## src/rtl/reg_op_sequencer_pkg.sv

```systemverilog
// Shared encodings for the register-operation sequencer: opcodes,
// register-block function selects and FSM states.
package reg_op_sequencer_pkg;

    typedef enum logic [2:0] {
        OP_NOP       = 3'b000,
        OP_LOAD      = 3'b001,
        OP_CLEAR     = 3'b010,
        OP_INC_N     = 3'b011,
        OP_DEC_N     = 3'b100,
        OP_COPY      = 3'b101,
        OP_CLEAR_ALL = 3'b110,
        OP_RSVD      = 3'b111
    } opcode_e;

    typedef enum logic [1:0] {
        FS_DEC   = 2'b00,
        FS_INC   = 2'b01,
        FS_LOAD  = 2'b10,
        FS_CLEAR = 2'b11
    } funsel_e;

    typedef enum logic [1:0] {
        ST_INIT = 2'b00,
        ST_IDLE = 2'b01,
        ST_EXEC = 2'b10,
        ST_DONE = 2'b11
    } state_e;

endpackage

```

## src/rtl/reg_op_sequencer_register16bit.sv

```systemverilog
// 16-bit register block controlled by enable E and function select
// FunSel (00 dec, 01 inc, 10 load I, 11 clear). No reset: contents are
// defined by the owner issuing a clear.
module Register16bit (
    input  logic        Clock,
    input  logic        E,
    input  logic [1:0]  FunSel,
    input  logic [15:0] I,
    output logic [15:0] Q
);

    logic [15:0] q_q;

    // Apply the selected function on enabled cycles; wraps modulo 2^16.
    always_ff @(posedge Clock) begin
        if (E) begin
            case (FunSel)
                2'b00:   q_q <= q_q - 16'd1;
                2'b01:   q_q <= q_q + 16'd1;
                2'b10:   q_q <= I;
                default: q_q <= 16'd0;
            endcase
        end
    end

    assign Q = q_q;

endmodule

```

## src/rtl/reg_op_sequencer.sv

```systemverilog
// Command sequencer driving a bank of four 16-bit registers.
// state | meaning
// INIT  | clear all four registers (one cycle after reset release)
// IDLE  | ready; accept and latch a command
// EXEC  | drive register enables for the latched command
// DONE  | one-cycle completion pulse; result visible on RdData
module reg_op_sequencer
    import reg_op_sequencer_pkg::*;
#(
    parameter int CNT_W = 8
) (
    input  logic             Clock,
    input  logic             Reset,
    input  logic             CmdValid,
    output logic             CmdReady,
    input  logic [2:0]       CmdOp,
    input  logic [1:0]       CmdDst,
    input  logic [1:0]       CmdSrc,
    input  logic [CNT_W-1:0] CmdCount,
    input  logic [15:0]      CmdData,
    input  logic [1:0]       RdSel,
    output logic [15:0]      RdData,
    output logic             Busy,
    output logic             Done,
    output logic             Err
);

    state_e           state_q, state_d;
    opcode_e          op_q, op_d;
    logic [1:0]       dst_q, dst_d;
    logic [1:0]       src_q, src_d;
    logic [CNT_W-1:0] cnt_q, cnt_d;
    logic [15:0]      data_q, data_d;

    logic [3:0]       reg_e;
    funsel_e          funsel;
    logic [15:0]      reg_in;
    logic [15:0]      reg_q [4];

    // State and latched-command registers.
    always_ff @(posedge Clock or posedge Reset) begin
        if (Reset) begin
            state_q <= ST_INIT;
            op_q    <= OP_NOP;
            dst_q   <= 2'd0;
            src_q   <= 2'd0;
            cnt_q   <= '0;
            data_q  <= 16'd0;
        end else begin
            state_q <= state_d;
            op_q    <= op_d;
            dst_q   <= dst_d;
            src_q   <= src_d;
            cnt_q   <= cnt_d;
            data_q  <= data_d;
        end
    end

    // Next-state logic and register-bank controls.
    always_comb begin
        state_d = state_q;
        op_d    = op_q;
        dst_d   = dst_q;
        src_d   = src_q;
        cnt_d   = cnt_q;
        data_d  = data_q;
        reg_e   = 4'b0000;
        funsel  = FS_CLEAR;
        reg_in  = data_q;

        case (state_q)
            ST_INIT: begin
                // Gate with Reset so no register is enabled while reset is held.
                reg_e   = Reset ? 4'b0000 : 4'b1111;
                funsel  = FS_CLEAR;
                state_d = ST_IDLE;
            end
            ST_IDLE: begin
                if (CmdValid) begin
                    op_d   = opcode_e'(CmdOp);
                    dst_d  = CmdDst;
                    src_d  = CmdSrc;
                    cnt_d  = CmdCount;
                    data_d = CmdData;
                    case (opcode_e'(CmdOp))
                        OP_NOP, OP_RSVD:    state_d = ST_DONE;
                        OP_INC_N, OP_DEC_N: state_d = (CmdCount == '0) ? ST_DONE : ST_EXEC;
                        default:            state_d = ST_EXEC;
                    endcase
                end
            end
            ST_EXEC: begin
                state_d = ST_DONE;
                case (op_q)
                    OP_LOAD: begin
                        reg_e[dst_q] = 1'b1;
                        funsel       = FS_LOAD;
                    end
                    OP_CLEAR: begin
                        reg_e[dst_q] = 1'b1;
                        funsel       = FS_CLEAR;
                    end
                    OP_INC_N, OP_DEC_N: begin
                        reg_e[dst_q] = 1'b1;
                        funsel       = (op_q == OP_INC_N) ? FS_INC : FS_DEC;
                        cnt_d        = cnt_q - CNT_W'(1);
                        state_d      = (cnt_q == CNT_W'(1)) ? ST_DONE : ST_EXEC;
                    end
                    OP_COPY: begin
                        reg_e[dst_q] = 1'b1;
                        funsel       = FS_LOAD;
                        reg_in       = reg_q[src_q];
                    end
                    OP_CLEAR_ALL: begin
                        reg_e  = 4'b1111;
                        funsel = FS_CLEAR;
                    end
                    default: ;
                endcase
            end
            default: state_d = ST_IDLE;
        endcase
    end

    for (genvar g = 0; g < 4; g++) begin : g_regs
        Register16bit u_reg (
            .Clock  (Clock),
            .E      (reg_e[g]),
            .FunSel (funsel),
            .I      (reg_in),
            .Q      (reg_q[g])
        );
    end

    assign CmdReady = (state_q == ST_IDLE);
    assign Busy     = (state_q != ST_IDLE);
    assign Done     = (state_q == ST_DONE);
    assign Err      = (state_q == ST_DONE) && (op_q == OP_RSVD);
    assign RdData   = reg_q[RdSel];

endmodule

```

## config.mk

```make
export PLATFORM = sky130hd
export DESIGN_NAME = reg_op_sequencer
export DESIGN_NICKNAME = d
export VERILOG_FILES = /design/src/rtl/reg_op_sequencer_pkg.sv /design/src/rtl/reg_op_sequencer_register16bit.sv /design/src/rtl/reg_op_sequencer.sv
export SDC_FILE = /design/constraint.sdc
export NUM_CORES = 1
export LEC_CHECK = 0
export CORE_ASPECT_RATIO = 1.4
export CORE_MARGIN = 1
export CORE_UTILIZATION = 50
export CTS_CLUSTER_DIAMETER = 50
export DETAILED_ROUTE_END_ITERATION = 10
export DONT_BUFFER_PORTS = 1
export GPL_ROUTABILITY_DRIVEN = 0
export PLACE_DENSITY = 0.69
export SETUP_SLACK_MARGIN = 0.3
export SLEW_MARGIN = 5
export SYNTH_ARGS = -nofsm -noshare
export SYNTH_HDL_FRONTEND = slang
export SYNTH_HIERARCHICAL = 1
export SYNTH_SLANG_ARGS = --single-unit
```

## constraint.sdc

```tcl
create_clock -name Clock -period 9.6 [get_ports Clock]
set_input_delay 1.92 -clock Clock [delete_from_list [all_inputs] [get_ports Clock]]
set_output_delay 1.92 -clock Clock [all_outputs]
set_load 0.02 [all_outputs]
```

# [Word level (Yosys, flattened, before mapping)]
# Index checks and enable logic that the tools add are counted.
[totals] regBits=97 elab_cells=87
[classes] n_addsub=9 magnitude_cmp=4 n_eq_ne=19 n_mux=29 bitwise=2 n_reduce_logical=14
[op_table] cell="16-bit one-hot mux with 3 select lines" count=4
[op_table] cell="16-bit 2-to-1 mux" count=6
[op_table] cell="16-bit by 1-bit adder with 16-bit output (second input constant)" count=4
[op_table] cell="16-bit binary-select mux with 2-bit select" count=2
[op_table] cell="16-bit by 1-bit subtractor with 16-bit output (second input constant)" count=4
[op_table] cell="3-bit equality test (second input constant)" count=6
[op_table] cell="8-bit 2-to-1 mux" count=2
[op_table] cell="4-bit one-hot mux with 2 select lines" count=2
[op_table] cell="8-bit one-hot mux with 2 select lines" count=1
[op_table] cell="3-bit by 2-bit equality test with 1-bit output (second input constant)" count=3
[op_table] cell="8-bit by 1-bit equality test with 1-bit output (second input constant)" count=1
[op_table] cell="8-bit logical NOT" count=1
[op_table] cell="2-bit one-hot mux with 2 select lines" count=2
[op_table] cell="2-bit OR reduction" count=4
[op_table] cell="8-bit by 1-bit subtractor with 8-bit output (second input constant)" count=1
[op_table] cell="2-bit equality test (second input constant)" count=3
[op_table] cell="3-bit greater-or-equal comparator (second input constant)" count=2
[op_table] cell="2-bit inverter with 3-bit output" count=2
[op_table] cell="1-bit 2-to-1 mux" count=5
[op_table] cell="5-bit OR reduction" count=1
[op_table] cell="2-bit by 1-bit equality test with 1-bit output (second input constant)" count=2
[op_table] cell="2-bit logical NOT" count=2
[op_table] cell="2-bit 2-to-1 mux" count=2
[op_table] cell="4-bit 2-to-1 mux" count=1
[op_table] cell="other kinds (12)" count=14

# [Logic depth before layout (Yosys ltp)]
# Gate-level depths: netlist of run 1.
[logic_depth] word_depth=7 ltp_mapped=14 depth_no_buf=13

# [By module]
# Netlist of run 1, hierarchy kept.
[by_module_without_submodules] module="Register16bit (g_regs[1].u_reg ...)" n_inst=2 cells_per_inst=153 area_each_um2=1425.1
[by_module_without_submodules] module="reg_op_sequencer" n_inst=1 cells_per_inst=224 area_each_um2=2733.9
[by_module_without_submodules] module="Register16bit (g_regs[0].u_reg)" n_inst=1 cells_per_inst=170 area_each_um2=1537.7
[by_module_without_submodules] module="Register16bit (g_regs[3].u_reg)" n_inst=1 cells_per_inst=166 area_each_um2=1482.7

# [Worst setup path before layout of run 1]
# Ideal clock, no wire load.
[synth_timing] path_kind="input to output" start="in RdSel[0]" end="out RdData[10]" arrival_ns=3.048 required_ns=7.680 slack_ns=4.632 stages=3 path_buffers=2 cell_sequence="buf_2 -> buf_2 -> mux4_2"
[synth_via] elab_chain_len=4
[synth_lines] element="start: declaration" line="reg_op_sequencer.sv:21" rtl="input logic [1:0] RdSel,"
[synth_lines] element="2-bit inverter with 3-bit output (not written as such)" line="reg_op_sequencer.sv:139" rtl="assign RdData = reg_q[RdSel];"
[synth_lines] element="16-bit binary-select mux with 2-bit select" line="reg_op_sequencer.sv:139"
[synth_lines] element="16-bit 2-to-1 mux (not written as such) (2 in a row)" line="reg_op_sequencer.sv:139"
[synth_lines] element="end: declaration" line="reg_op_sequencer.sv:22" rtl="output logic [15:0] RdData,"
# No other way between the ends. The select of a mux whose other input is x is not followed.

# [Final worst setup path of run 1]
[layout_timing] start="reg state_q[0]" end="reg g_regs[2].u_reg.q_q[13], data pin"
[layout_via] elab_chain_len=4
[layout_lines] element="start: declaration" line="reg_op_sequencer.sv:28" rtl="state_e state_q, state_d;"
[layout_lines] element="start signal: assignment" line="reg_op_sequencer.sv:50" rtl="state_q <= state_d;"
[layout_lines] element="2-bit equality test *" line="reg_op_sequencer.sv:71" rtl="case (state_q)"
[layout_lines] element="2-bit 2-to-1 mux *" line="reg_op_sequencer.sv:71"
[layout_lines] element="named net funsel[1]" line="reg_op_sequencer.sv:36" rtl="funsel_e funsel;"
[layout_lines] element="2-bit equality test (tied with other cells)" line="reg_op_sequencer_register16bit.sv:17" rtl="case (FunSel)"
[layout_lines] element="16-bit one-hot mux with 3 select lines *" line="reg_op_sequencer_register16bit.sv:17"
[layout_lines] element="end signal: assignment" line="reg_op_sequencer_register16bit.sv:18" rtl="2'b00: q_q <= q_q - 16'd1;"
[layout_lines] element="end signal: assignment" line="reg_op_sequencer_register16bit.sv:19" rtl="2'b01: q_q <= q_q + 16'd1;"
[layout_lines] element="end: declaration" line="reg_op_sequencer_register16bit.sv:12" rtl="logic [15:0] q_q;"
# Mark *: on every way through the listed nets, which the timed path passes. The rest lies on a longest branch.
# A chain may end at the register's enable or synchronous reset.

==> reports/summary.json, run 1 <==
{
  "floorplan.initialDensity": 0.512,
  "fin_worst_skew_ns": 0.0112,
  "synthDominantCellAreaShare": 0.223,
  "tritoncts": "built",
  "setup_violators_final": 0,
  "timing.hold.ws_ns": 0.507,
  "final_critical_path_setup_slack_ns": 5.02,
  "finalMaxSlewViolations": 0,
  "chipHeight_um": 157,
  "drt.antenna.violating_nets": 0,
  "post-route-drc-count": 0,
  "cp.required_ns": 9.69,
  "timing.max_slew.rel_slack": 0.250,
  "powerDensity_mw_per_mm2": 379,
  "outcome": "finished, final reports clean",
  "clock_tree.htree_level_count": 3,
  "slew_at_the_pin_with_the_worst_max_slew_slack_ns": 1.12,
  "floorplan.io_pins": 56,
  "min_delay_worst_endpoint": "data_q[1]$_DFFE_PP0P_",
  "dp_worst_setup_slack_ns": 5.09,
  "ir_worst_vdd_v": 0.000127,
  "drt_first_iter_violations": 617,
  "chipWidth_um": 113,
  "detail_route.wirelength_um": 24700,
  "grt-ovfl-total": 0,
  "cp_arrival_ns": 4.67,
  "post_drt_wl_per_cell_um": 23.4,
  "cell_internal_pwr_mw": 1.74,
  "power.leakage_nw": 3.37,
  "timing.fmax_mhz": 218,
  "worstHoldStart": "data_q[1]$_DFFE_PP0P_",
  "cts.repair_timing.setup_buffer_count": 0,
  "numPortBuffers": 0,
  "placement_rows": 56,
  "grt_first_pass_wirelength_um": 38600,
  "clk_path_buf_depth": 2,
  "avgViaCountPerCell": 6.81,
  "synthesis.instances": 866,
  "grt_pass1_vias": 6979,
  "detailedPlacementHpwl_um": 18800,
  "final_layout_size_suffix_gt1_frac": 0.155,
  "regToRegEndpoint": "g_regs[2].u_reg/Q[13]$_DFFE_PP_",
  "rsz_0062_raised_after_global_routing": "false",
  "post-route-min-period_ns": 4.58,
  "pwr-share-seq": 0.265,
  "max-cap-violations": 0,
  "clock_sink_count": 97,
  "switching_power_mw": 1.68,
  "fp.dieArea_mm2": 0.0177,
  "area_delta_synth_final_pct": 5.06,
  "post_synth_edffs": 64,
  "cts_hold_buf": 0,
  "finalNetCount": 961,
  "hold_path.class": "flip-flop to flip-flop",
  "netlist-cell-type-count": 81,
  "yosysWarnings": 6,
  "synth_area_mm2": 0.00860,
  "synth_top_cells_by_area": "edfxtp_1 22%, ha_1 11%, dfrtp_1 9.6%",
  "synth_sequential_area_ratio": 0.319,
  "numCtsBuffers": 9,
  "yosysTopAreaCell": "edfxtp_1",
  "async_reset_ff_frac": 0.340,
  "cts_resized": 0,
  "fin_tns_setup_ns": 0,
  "critical_path_peak_fanout": 58,
  "worstReg2RegStart": "state_q[0]$_DFFE_PP0P_",
  "ys_seq_elements": 97,
  "detailedRoute.firstPassIterationCount": 6,
  "worst_setup_hold_path_clk_slew_ns": 0.08,
  "worst-setup-path-type": "flip-flop to flip-flop",
  "swShare": 0.491,
  "critPathLaunchType": "flip-flop",
  "period_share": 0.478,
  "synth-main-ff-cell": "edfxtp_1",
  "worstSetupEndpointType": "flip-flop",
  "mostFrequentLayoutCells": "99 x nand2_1, 74 x ha_1, 69 x o21ai_0, 64 x edfxtp_1, 55 x a21oi_1",
  "post_synth.cell_area_avg_um2": 9.94,
  "clock_tree.root_cell": "clkbuf_16",
  "power_share_of_the_clock_group": 0.108,
  "final_common_cell": "nand2_1",
  "syn_nets": 980,
  "grt_antenna_before_repair": 1,
  "clk_latency_ns": 0.35,
  "worst_hold_path.num_cells": 1,
  "reg2regPathDepth": 12,
  "placeableCoreArea_mm2": 0.0168,
  "reg2reg_setup_slack_ns": 5.02,
  "grt_start_max_net_pins": 59,
  "groute.usage.overall": 0.287,
  "report.final.hold_viol_count": 0,
  "comb_power_share": 0.627,
  "detailroute.via_count": 7194
}
-- metal layers --
metal / global-route usage / share of wire
met5: 0 / 0
met4: 0.148 / 0.051
met3: 0.0331 / 0.058
met2: 0.490 / 0.49
met1: 0.357 / 0.40
-- registers in the layout (all words and copies together) (netlist names) --
signal,flops
data_q,16
dst_q,2
g_regs.u_reg/Q,64
state_q,2
op_q,3
src_q,2
cnt_q,8
-- critical path, cell delays in order (launching register included) --
cell      delay (ns)
dfrtp_1         0.42
inv_1           0.09
ha_1            0.53
nand2_2         0.48
buf_4           0.45
nand2b_1        0.61
ha_1            0.61
a21oi_2         0.21
o211ai_1        0.13
a221oi_1        0.32
o41ai_2         0.15
xnor2_1         0.22
o21ai_1         0.08
-- kinds of logic after synthesis --
logic type                 count (synthesis)  share of synthesized area
AOI/OAI and AO/OA                        260                      0.204
adders and majority gates                 78                      0.117
and+or+nand+nor                          253                      0.146
buffers and inverters                     59                     0.0294
DFF                                       97                      0.319
muxes                                     78                      0.143
xor gates and xnor gates                  41                     0.0417
-- layout make-up --
type / instances / area, µm²
Antenna cell: 1 / 2.50
Clock buffer: 9 / 225
Clock inverter: 7 / 68.8
Fill cell: 1499 / 7780
Inverter: 23 / 86.3
Multi-Input combinational cell: 710 / 5610
Sequential cell: 97 / 2750
Tap cell: 203 / 254
Timing Repair Buffer: 6 / 45.0
-- through the flow --
stage / std cells / instance area (µm²) / power [mW] / utilization
4_1_cts: 1055 / 9040 / 3.39 / 0.537
2_1_floorplan: 866 / 8600 / 2.49 / -
3_3_place_gp: 1039 / 8740 / 3.00 / 0.520
3_5_place_dp: 1039 / 8740 / 3.02 / 0.520
6_report: 1056 / 9040 / 3.43 / 0.538
5_1_grt: 1056 / 9040 / 3.66 / 0.538
-- power by group through the flow --
stage	registers (mW)	clock network, mW	logic (mW)
floorplan	0.785	0	1.70
global placement	0.902	0	2.09
detailed placement	0.910	0	2.11
CTS	0.900	0.373	2.12
global route	0.922	0.386	2.35
finish	0.908	0.369	2.15
-- how the worst max path moves through the flow --
| stage | startpoint | end | slack [ns] | cells after the start |
|---|---|---|---|---|
| after floorplan | RdSel[0] | RdData[10] | 4.63 | 3 |
| after CTS | state_q[0]$_DFFE_PP0P_ | g_regs[2].u_reg/Q[13]$_DFFE_PP_ | 5.07 | 12 |
| final | state_q[0]$_DFFE_PP0P_ | g_regs[2].u_reg/Q[13]$_DFFE_PP_ | 5.02 | 12 |
| after detailed placement | state_q[0]$_DFFE_PP0P_ | g_regs[2].u_reg/Q[13]$_DFFE_PP_ | 5.09 | 12 |
| after global routing | state_q[0]$_DFFE_PP0P_ | g_regs[2].u_reg/Q[13]$_DFFE_PP_ | 4.62 | 12 |
| after global placement | state_q[0]$_DFFE_PP0P_ | g_regs[2].u_reg/Q[13]$_DFFE_PP_ | 5.16 | 12 |
-- cells in the mapped netlist (all sizes together), types with 5 or more instances --
cell    number
a211oi       8
nand2      100
o21bai       6
edfxtp      64
inv         23
nand3b       9
a31oi        9
mux2i        7
o31ai       15
ha          74
mux4        32
and3        12
o21ai       85
xnor2       23
nor2        37
nor4         5
o211ai       7
clkbuf      16
nor3        12
a32o         5
nor2b        9
nand3       24
mux2        39
dfrtp       33
xor2        18
a21o        21
nand4       13
nand2b      10
buf         20
a21oi       62
No activity file was read; power rests on OpenSTA's default activity.
==> inputs of run 2 (changes only) <==
PLACE_DENSITY = 0.72   (was 0.69)
clock period = 3.98 ns   (was 9.6 ns; I/O delays follow)
==> run 2 against run 1 <==
Compared with the run above: wire length up 0.38%; clock power up 140%; design area up 1.4%; clock skew down 0.00084 ns; critical endpoint is now g_regs[0].u_reg/Q[8]$_DFFE_PP_.
==> reports/summary.json, run 2 (synthesized netlist as in run 1, its figures left out) <==
{
  "outcome": "finished, final reports clean",
  "num-fill-cells": {"value": 1501, "change": "+0.13%"},
  "worst_setup_hold_path_clk_slew": {"value": 0.08, "unit": "ns", "change": "about the same"},
  "timing.fmax": {"value": 286, "unit": "MHz", "change": "+31%"},
  "fp.dieArea": {"value": 0.0177, "unit": "mm²", "change": "unchanged"},
  "grt_pass1_vias": {"value": 7223, "change": "+3.5%"},
  "dp_worst_setup_slack": {"value": 0.220, "unit": "ns", "change": "-4.87 ns"},
  "grt_first_pass_wirelength": {"value": 39200, "unit": "µm", "change": "+1.6%"},
  "max-cap-violations": {"value": 0, "change": "unchanged"},
  "clock_tree.root_cell": "clkbuf_16",
  "numCtsBuffers": {"value": 9, "change": "unchanged"},
  "chipHeight": {"value": 157, "unit": "µm", "change": "unchanged"},
  "chipWidth": {"value": 113, "unit": "µm", "change": "unchanged"},
  "mostFrequentLayoutCells": "97 x nand2_1, 69 x o21ai_0, 66 x ha_1, 64 x edfxtp_1, 55 x a21oi_1",
  "multi_input_area": {"value": 0.00566, "unit": "mm²", "change": "+0.85%"},
  "clk_latency": {"value": 0.37, "unit": "ns", "change": "+0.02 ns"},
  "timing.max_slew.rel_slack": {"value": 0.278, "change": "+0.0287"},
  "insertedDiodeCount": {"value": 0, "change": "-1"},
  "critical_path_peak_fanout": {"value": 19, "change": "-67%"},
  "final_cell_count_no_fill": {"value": 1065, "change": "+0.85%"},
  "report.final.hold_viol_count": {"value": 0, "change": "unchanged"},
  "clock_tree.htree_level_count": {"value": 3, "change": "unchanged"},
  "powerDensity": {"value": 914, "unit": "mW/mm²", "change": "+140%"},
  "finalMaxSlewViolations": {"value": 0, "change": "unchanged"},
  "worstSetupEndpointType": "flip-flop",
  "hold_path.class": "primary input to asynchronous set/reset pin",
  "drt.antenna.violating_nets": {"value": 0, "change": "unchanged"},
  "numPortBuffers": {"value": 0, "change": "unchanged"},
  "drt_first_iter_violations": {"value": 712, "change": "+15%"},
  "cp_arrival": {"value": 3.61, "unit": "ns", "change": "-1.06 ns"},
  "fin_worst_skew": {"value": 0.0103, "unit": "ns", "change": "-0.000839 ns"},
  "post-route-drc-count": {"value": 0, "change": "unchanged"},
  "grt_antenna_before_repair": {"value": 0, "change": "-1"},
  "floorplan.initialDensity": {"value": 0.512, "change": "unchanged"},
  "grt-ovfl-total": {"value": 0, "change": "unchanged"},
  "critPathLaunchType": "flip-flop",
  "sequential_cell_area": {"value": 0.00275, "unit": "mm²", "change": "unchanged"},
  "detail_route.wirelength": {"value": 24800, "unit": "µm", "change": "+0.38%"},
  "placeableCoreArea": {"value": 0.0168, "unit": "mm²", "change": "unchanged"},
  "post_drt_wl_per_cell": {"value": 23.3, "unit": "µm", "change": "-0.47%"},
  "detailedPlacementHpwl": {"value": 19000, "unit": "µm", "change": "+1.5%"},
  "slew_at_the_pin_with_the_worst_max_slew_slack": {"value": 1.08, "unit": "ns", "change": "-0.0411 ns"},
  "detailroute.via_count": {"value": 7217, "change": "+0.32%"},
  "final_common_cell": "nand2_1",
  "period_share": {"value": 0.878, "change": "+0.400"},
  "groute.usage.overall": {"value": 0.292, "change": "+0.00569"},
  "placement_rows": {"value": 56, "change": "unchanged"},
  "rsz_0062_raised_after_global_routing": "true",
  "clk_path_buf_depth": {"value": 2, "change": "unchanged"},
  "fin_tns_setup": {"value": 0, "unit": "ns", "change": "unchanged"},
  "post-route-min-period": {"value": 3.49, "unit": "ns", "change": "-1.09 ns"},
  "final_layout_size_suffix_gt1_frac": {"value": 0.177, "change": "+0.0226"},
  "power.leakage": {"value": 3.43, "unit": "nW", "change": "+1.8%"},
  "detailedRoute.firstPassIterationCount": {"value": 7, "change": "+1"},
  "tritoncts": "built",
  "dp.cells": {"value": 1049, "change": "+0.96%"},
  "avgViaCountPerCell": {"value": 6.78, "change": "-0.53%"},
  "final_critical_path_setup_slack": {"value": 0.487, "unit": "ns", "change": "-4.53 ns"},
  "cts.repair_timing.setup_buffer_count": {"value": 0, "change": "unchanged"},
  "grt_start_max_net_pins": {"value": 34, "change": "-42%"},
  "finalNetCount": {"value": 971, "change": "+1.0%"},
  "floorplan.io_pins": {"value": 56, "change": "unchanged"},
  "timing.hold.ws": {"value": 0.493, "unit": "ns", "change": "-0.0139 ns"},
  "cp.required": {"value": 4.09, "unit": "ns", "change": "-5.60 ns"},
  "area_delta_synth_final_pct": 6.50,
  "largest_register_ffs": {"value": 64, "change": "unchanged"},
  "setup_violators_final": {"value": 0, "change": "unchanged"},
  "clock_sink_count": {"value": 97, "change": "unchanged"},
  "worst-setup-path-type": "flip-flop to flip-flop",
  "ir_worst_vdd": {"value": 0.000324, "unit": "V", "change": "+150%"}
}
-- run 2: cell count changes in the layout (fill, tap and decap cells not counted), moves of 2 or more --
cell / change
ha_2: +8
ha_1: -8
nand2_1: -2
clkinv_4: +2
buf_4: +10
-- run 2: layout make-up --
type	instances	share of cell area
Sequential cell	97	0.300
Clock buffer	11	0.0277
Tap cell	203	0.0277
Inverter	23	0.00942
Clock inverter	5	0.00478
Timing Repair Buffer	16	0.0131
Multi-Input combinational cell	710	0.617
-- run 2: report_power, final --
part / total (mW) / internal (mW) / switching, mW
Clock: 0.894 / 0.471 / 0.423
Sequential: 2.20 / 1.64 / 0.554
Combinational: 5.29 / 2.19 / 3.10
Total: 8.38 / 4.30 / 4.08
-- run 2: timing repair --
item	4_1_cts	5_1_grt
pin swaps	0	0
hold buffers	0	0
hold endpoints to repair	0	0
resized for setup	3	12
setup endpoints to repair	12	26
-- run 2: per-stage QoR --
stage / power, mW / util / area [µm²]
6_report: 8.38 / 0.545 / 9160
5_1_grt: 8.93 / 0.545 / 9160
4_1_cts: 8.25 / 0.543 / 9120
3_5_place_dp: 7.34 / 0.524 / 8820
3_3_place_gp: 7.24 / 0.524 / 8820
2_1_floorplan: 6.00 / - / 8600
-- run 2: path summary, 6_finish.rpt --
check                                                 endpoint  slack, ns                    from  depth (start not counted)
min in group Clock                      data_q[14]$_DFFE_PP0P_       0.51  data_q[14]$_DFFE_PP0P_                          1
worst max-delay path            g_regs[0].u_reg/Q[8]$_DFFE_PP_       0.49     op_q[0]$_DFFE_PP0P_                         10
max in group asynchronous               data_q[12]$_DFFE_PP0P_       3.12                   Reset                          2
worst min-delay path                      dst_q[0]$_DFFE_PP0P_       0.49                   Reset                          2
worst min register to register          data_q[14]$_DFFE_PP0P_       0.51  data_q[14]$_DFFE_PP0P_                          1
worst max register to register  g_regs[0].u_reg/Q[8]$_DFFE_PP_       0.49     op_q[0]$_DFFE_PP0P_                         10
-- run 2: critical path: stages, from the launching register on --
cell,delay (ns)
dfrtp_1,0.49
or3b_4,0.47
nand2_1,0.14
nand2_4,0.15
inv_1,0.12
nand2_2,0.25
ha_1,0.44
a21oi_1,0.36
a211oi_1,0.18
or3_1,0.37
a32o_1,0.26
-- run 2: metal layers --
layer / track usage / part of all wire / up-vias
met5: 0 / 0 / -
met1: 0.333 / 0.37 / 3478
li1: - / - / 3314
met4: 0.172 / 0.054 / 0
met2: 0.512 / 0.50 / 342
met3: 0.0547 / 0.077 / 83
==> variant 1 (flow settings as in run 1) <==
`CNT_W`: 8 -> 10.
--- a/src/rtl/reg_op_sequencer.sv
+++ b/src/rtl/reg_op_sequencer.sv
@@ -9,3 +9,3 @@
 #(
-    parameter int CNT_W = 8
+    parameter int CNT_W = 10
 ) (
Interface: changed (resized CmdCount); port bits go from 56 to 58. The function was not compared with the original's and may differ.
==> variant 1 against run 1 <==
Largest cell class unchanged; design area increased by 1.6%; maximum frequency increased by 3.6%; synthesized area up 0.67%; sequential cell count up 2; setup slack better by 160 ps; via count is 0.63% lower; total power shrank 5.3%; routed wire length fell by 1.1%; largest power group unchanged; count of clock-buffer cells in the layout increased by 2.
==> variant 1: results (changes against run 1) <==
metric,value,unit,change
grt_pass1_vias,6905,,was 6979
ir_drop,0.1687,mV,was 0.1271 mV
ys.flop_type,edfxtp_1,,unchanged
wl_met3,1.658,mm,was 1.442 mm
antenna-diode-count,0,,was 1
tightest_slew,1186,ps,was 1121 ps
grt_max_degree,82,,was 59
critPathMaxStageDelay,620,ps,
yosysTopAreaCellShare,0.2219,,was 0.2234
n_fill_cell,1529,,was 1499
synth_nets,986,,was 980
hp-start,data_q[12]$_DFFE_PP0P_,,was data_q[1]$_DFFE_PP0P_
grt_antenna_before_repair,0,,was 1
slowest_stage,buf_4,,was nand2b_1
dr.pass1.iters,5,,was 6
largest_reg_flops,64,,unchanged
synthTopCellsByArea,"edfxtp_1, ha_1, dfrtp_1",,unchanged
status,"complete, no violations",,unchanged
drive_gt1_frac,0.1533,,was 0.1549
yosys-top-cells-count,"nand2_1, ha_1, o21ai_0",,unchanged
hpwl,18.46,mm,was 18.77 mm
cp_top_family,buffers and inverters,,was adder cells
route.vias.total,7149,,was 7194
drt-met1-wl,9.909,mm,was 9.940 mm
leakage,3.414,nW,was 3.371 nW
wl_met2,11.54,mm,was 12.03 mm
grt_pass1_wl,37.95,mm,was 38.64 mm
yosysSeqAreaShare,0.3230,,was 0.3193
drtIter0Drc,614,,was 617
postCtsSetupBuffers,0,,unchanged
layout.nets,972,,was 961
grt_util_all_layers,0.2833,,was 0.2867
crit_start,state_q[0]$_DFFE_PP0P_,,unchanged
skew,10.20,ps,was 11.17 ps
async_reset_ff_frac,0.3535,,was 0.3402
clk_latency,360,ps,
crit_arrival,4510,ps,was 4670 ps
synth.distinct_cells,71,,was 81
critPathMaxFanout,81,,was 58
yosys_warnings,6,,unchanged
wl_per_cell,22.32,microns,was 23.36 microns
## variant 1: cell types whose count changed after synthesis, moves of 3 or more
| cell | before | now |
|---|---|---|
| a21oi_1 | 55 | 50 |
| clkbuf_1 | 15 | 20 |
| buf_2 | 18 | 14 |
| nand4_1 | 13 | 17 |
| nor3_1 | 12 | 16 |
| a211o_1 | 0 | 3 |
| mux2i_1 | 7 | 4 |
| or3_1 | 4 | 7 |
| xor2_1 | 18 | 21 |
## variant 1: layout make-up
class                   count  share of cell area
clock inverters             5            0.004357
flip-flops and latches     99              0.3045
inverters                  24            0.009804
well taps                 232             0.03159
repair buffers             11            0.008987
clock buffers              11             0.02764
multi-input cells         711              0.6132
## variant 1: path summary, 6_finish.rpt
path / cells after the start / slack (ps) / end
max in group asynchronous: 2 / 7670 / data_q[14]$_DFFE_PP0P_
max reg2reg: 12 / 5170 / g_regs[0].u_reg/Q[14]$_DFFE_PP_
min: 1 / 500 / data_q[12]$_DFFE_PP0P_
min reg2reg: 1 / 500 / data_q[12]$_DFFE_PP0P_
min in group asynchronous: 2 / 1560 / data_q[15]$_DFFE_PP0P_
max: 12 / 5170 / g_regs[0].u_reg/Q[14]$_DFFE_PP_
## variant 1: per-layer routing
metal  vias up  global-route usage
li1       3326                   -
met1      3474              0.3535
met2       289              0.4741
met3        60             0.03828
met4         0              0.1579
met5         -                   0
## variant 1: cells by family (layout without fill, tap and decap cells)
family / Yosys count / after routing / synth area share
compound gates: 260 / 260 / 0.2008
xor+xnor: 45 / 45 / 0.04550
fa+ha+maj: 78 / 78 / 0.1161
buf+inv: 60 / 51 / 0.02903
flops: 99 / 99 / 0.3230
mux: 75 / 75 / 0.1385
simple gates: 253 / 253 / 0.1470
## variant 1: through the flow
step	instances	area [sq um]	worst slack [ps]	utilization
3_5_place_dp	1077	8895	5194	0.5267
5_1_grt	1093	9189	4955	0.5442
2_1_floorplan	870	8662	4632	-
3_3_place_gp	1077	8895	5201	0.5267
4_1_cts	1093	9189	5190	0.5442
6_report	1093	9189	5173	0.5442
## variant 1: power by group
group	leakage [nW]	internal (mW)	switching (mW)
logic	2.25	0.822	1.15
clock network	0.146	0.196	0.182
registers	1.02	0.675	0.217
total	3.41	1.69	1.55
==> variant 2 (flow settings as in run 1) <==
Made on the original files. Re-encode `state_e` (4 states) as one-hot, 4 bits wide.
--- a/src/rtl/reg_op_sequencer_pkg.sv
+++ b/src/rtl/reg_op_sequencer_pkg.sv
@@ -22,7 +22,7 @@
 
-    typedef enum logic [1:0] {
-        ST_INIT = 2'b00,
-        ST_IDLE = 2'b01,
-        ST_EXEC = 2'b10,
-        ST_DONE = 2'b11
+    typedef enum logic [3:0] {
+        ST_INIT = 4'b0001,
+        ST_IDLE = 4'b0010,
+        ST_EXEC = 4'b0100,
+        ST_DONE = 4'b1000
     } state_e;
Behaviour: same outputs for any inputs over 4 cycles, from zero or initial values and one cycle with Reset high; so few cycles prove little.
==> variant 2 against run 1 <==
Routed wire length up 0.52%; critical path depth is the same; setup slack got worse by 67 ps; count of clock-buffer cells in the layout did not move; design area is 0.95% lower; synthesized area is 0.74% lower; sequential share of layout area grew 0.87 points; sequential cell count grew 2; final cell count increased by 1.4%; clock skew is 2.2 ps higher.
Power is not compared: it rests on default switching activity, and its combinational part moved more than twofold at a synthesized area within 25%.
==> variant 2: results (changes against run 1) <==
metric,value,unit,change
async_reset_ff_frac,0.3535,,was 0.3402
inverters,21,,was 23
use_met1,0.3401,,was 0.3575
drt-vias-per-instance,6.726,,was 6.813
clock_area_frac,0.03382,,was 0.03253
grt_pass1_vias,7023,,was 6979
grt_antenna_before_repair,0,,was 1
place_inst,1055,,was 1039
slew_headroom,0.1818,,was 0.2497
status,"complete, no violations",,unchanged
synth_fa_ha_area_frac,0.1119,,was 0.1169
comb.multi_input.count,724,,was 710
layout.nets,973,,was 961
synthXorXnorAreaFrac,0.05025,,was 0.04173
antenna-diode-count,0,,was 1
crit_start,state_q[1]$_DFFE_PP0P_,,was state_q[0]$_DFFE_PP0P_
clkSinkCount,99,,was 97
buffers,8,,was 6
synthMuxAreaShare,0.1184,,was 0.1429
grt_util_all_layers,0.2896,,was 0.2867
met3_usage,0.03486,,was 0.03312
wl_per_cell,23.16,microns,was 23.36 microns
synth.avg_cell_area,9.640,sq um,was 9.936 sq um
min_to,data_q[14]$_DFFE_PP0P_,,was data_q[1]$_DFFE_PP0P_
bufAreaShareNonClock,0.006708,,was 0.004983
whs,484.0,ps,was 506.8 ps
hp-start,data_q[14]$_DFFE_PP0P_,,was data_q[1]$_DFFE_PP0P_
synth-compound-area-share,0.1978,,was 0.2036
r2r-end,g_regs[1].u_reg/Q[8]$_DFFE_PP_,,was g_regs[2].u_reg/Q[13]$_DFFE_PP_
grt_max_degree,89,,was 59
multi_input_area_share,0.6097,,was 0.6206
synthTopCellsByArea,"edfxtp_1, ha_1, dfrtp_1",,unchanged
drive_gt1_frac,0.1244,,was 0.1549
synth.distinct_cells,72,,was 81
seq_area,0.002799,sq mm,was 0.002748 sq mm
grt_pass1_wl,38.32,mm,was 38.64 mm
skew,13.41,ps,was 11.17 ps
synth_nets,996,,was 980
critPathMaxStageDelay,680,ps,was 610 ps
critPathMaxFanout,88,,was 58
drtIter0Drc,628,,was 617
hold_depth,2,,was 1
n_fill_cell,1494,,was 1499
cp_top_family,simple AND/OR/NAND/NOR gates,,was adder cells
yosys-top-cells-count,"nand2_1, o21ai_0, ha_1",,"was nand2_1, ha_1, o21ai_0"
hpwl,19.12,mm,was 18.77 mm
final_cell_area,0.008954,sq mm,was 0.009040 sq mm
yosysSeqAreaShare,0.3277,,was 0.3193
[variant 2: cell count changes in the layout (fill, tap and decap cells not counted), sizes merged, moves of 4 or more]
cell	delta
mux2	-21
o31ai	-6
inv	-6
nand3	-10
a21oi	-5
xnor2	+7
nand2	+57
o21ai	+6
ha	-4
[variant 2: worst max path at each step]
stage	depth (start not counted)	to	slack (ps)
2_1_floorplan	3	RdData[10]	4440
3_3_place_gp	12	g_regs[0].u_reg/Q[15]$_DFFE_PP_	5080
3_5_place_dp	12	g_regs[1].u_reg/Q[13]$_DFFE_PP_	5050
4_1_cts	12	g_regs[2].u_reg/Q[13]$_DFFE_PP_	5040
5_1_grt	12	g_regs[0].u_reg/Q[13]$_DFFE_PP_	4720
6_report	12	g_regs[1].u_reg/Q[8]$_DFFE_PP_	4950
[variant 2: metal layers]
layer / part of all wire / vias up / wire (microns)
met5: 0 / - / 0
met2: 0.51 / 319 / 12620
met1: 0.38 / 3520 / 9340
li1: - / 3301 / -
met3: 0.075 / 64 / 1853
met4: 0.040 / 0 / 983
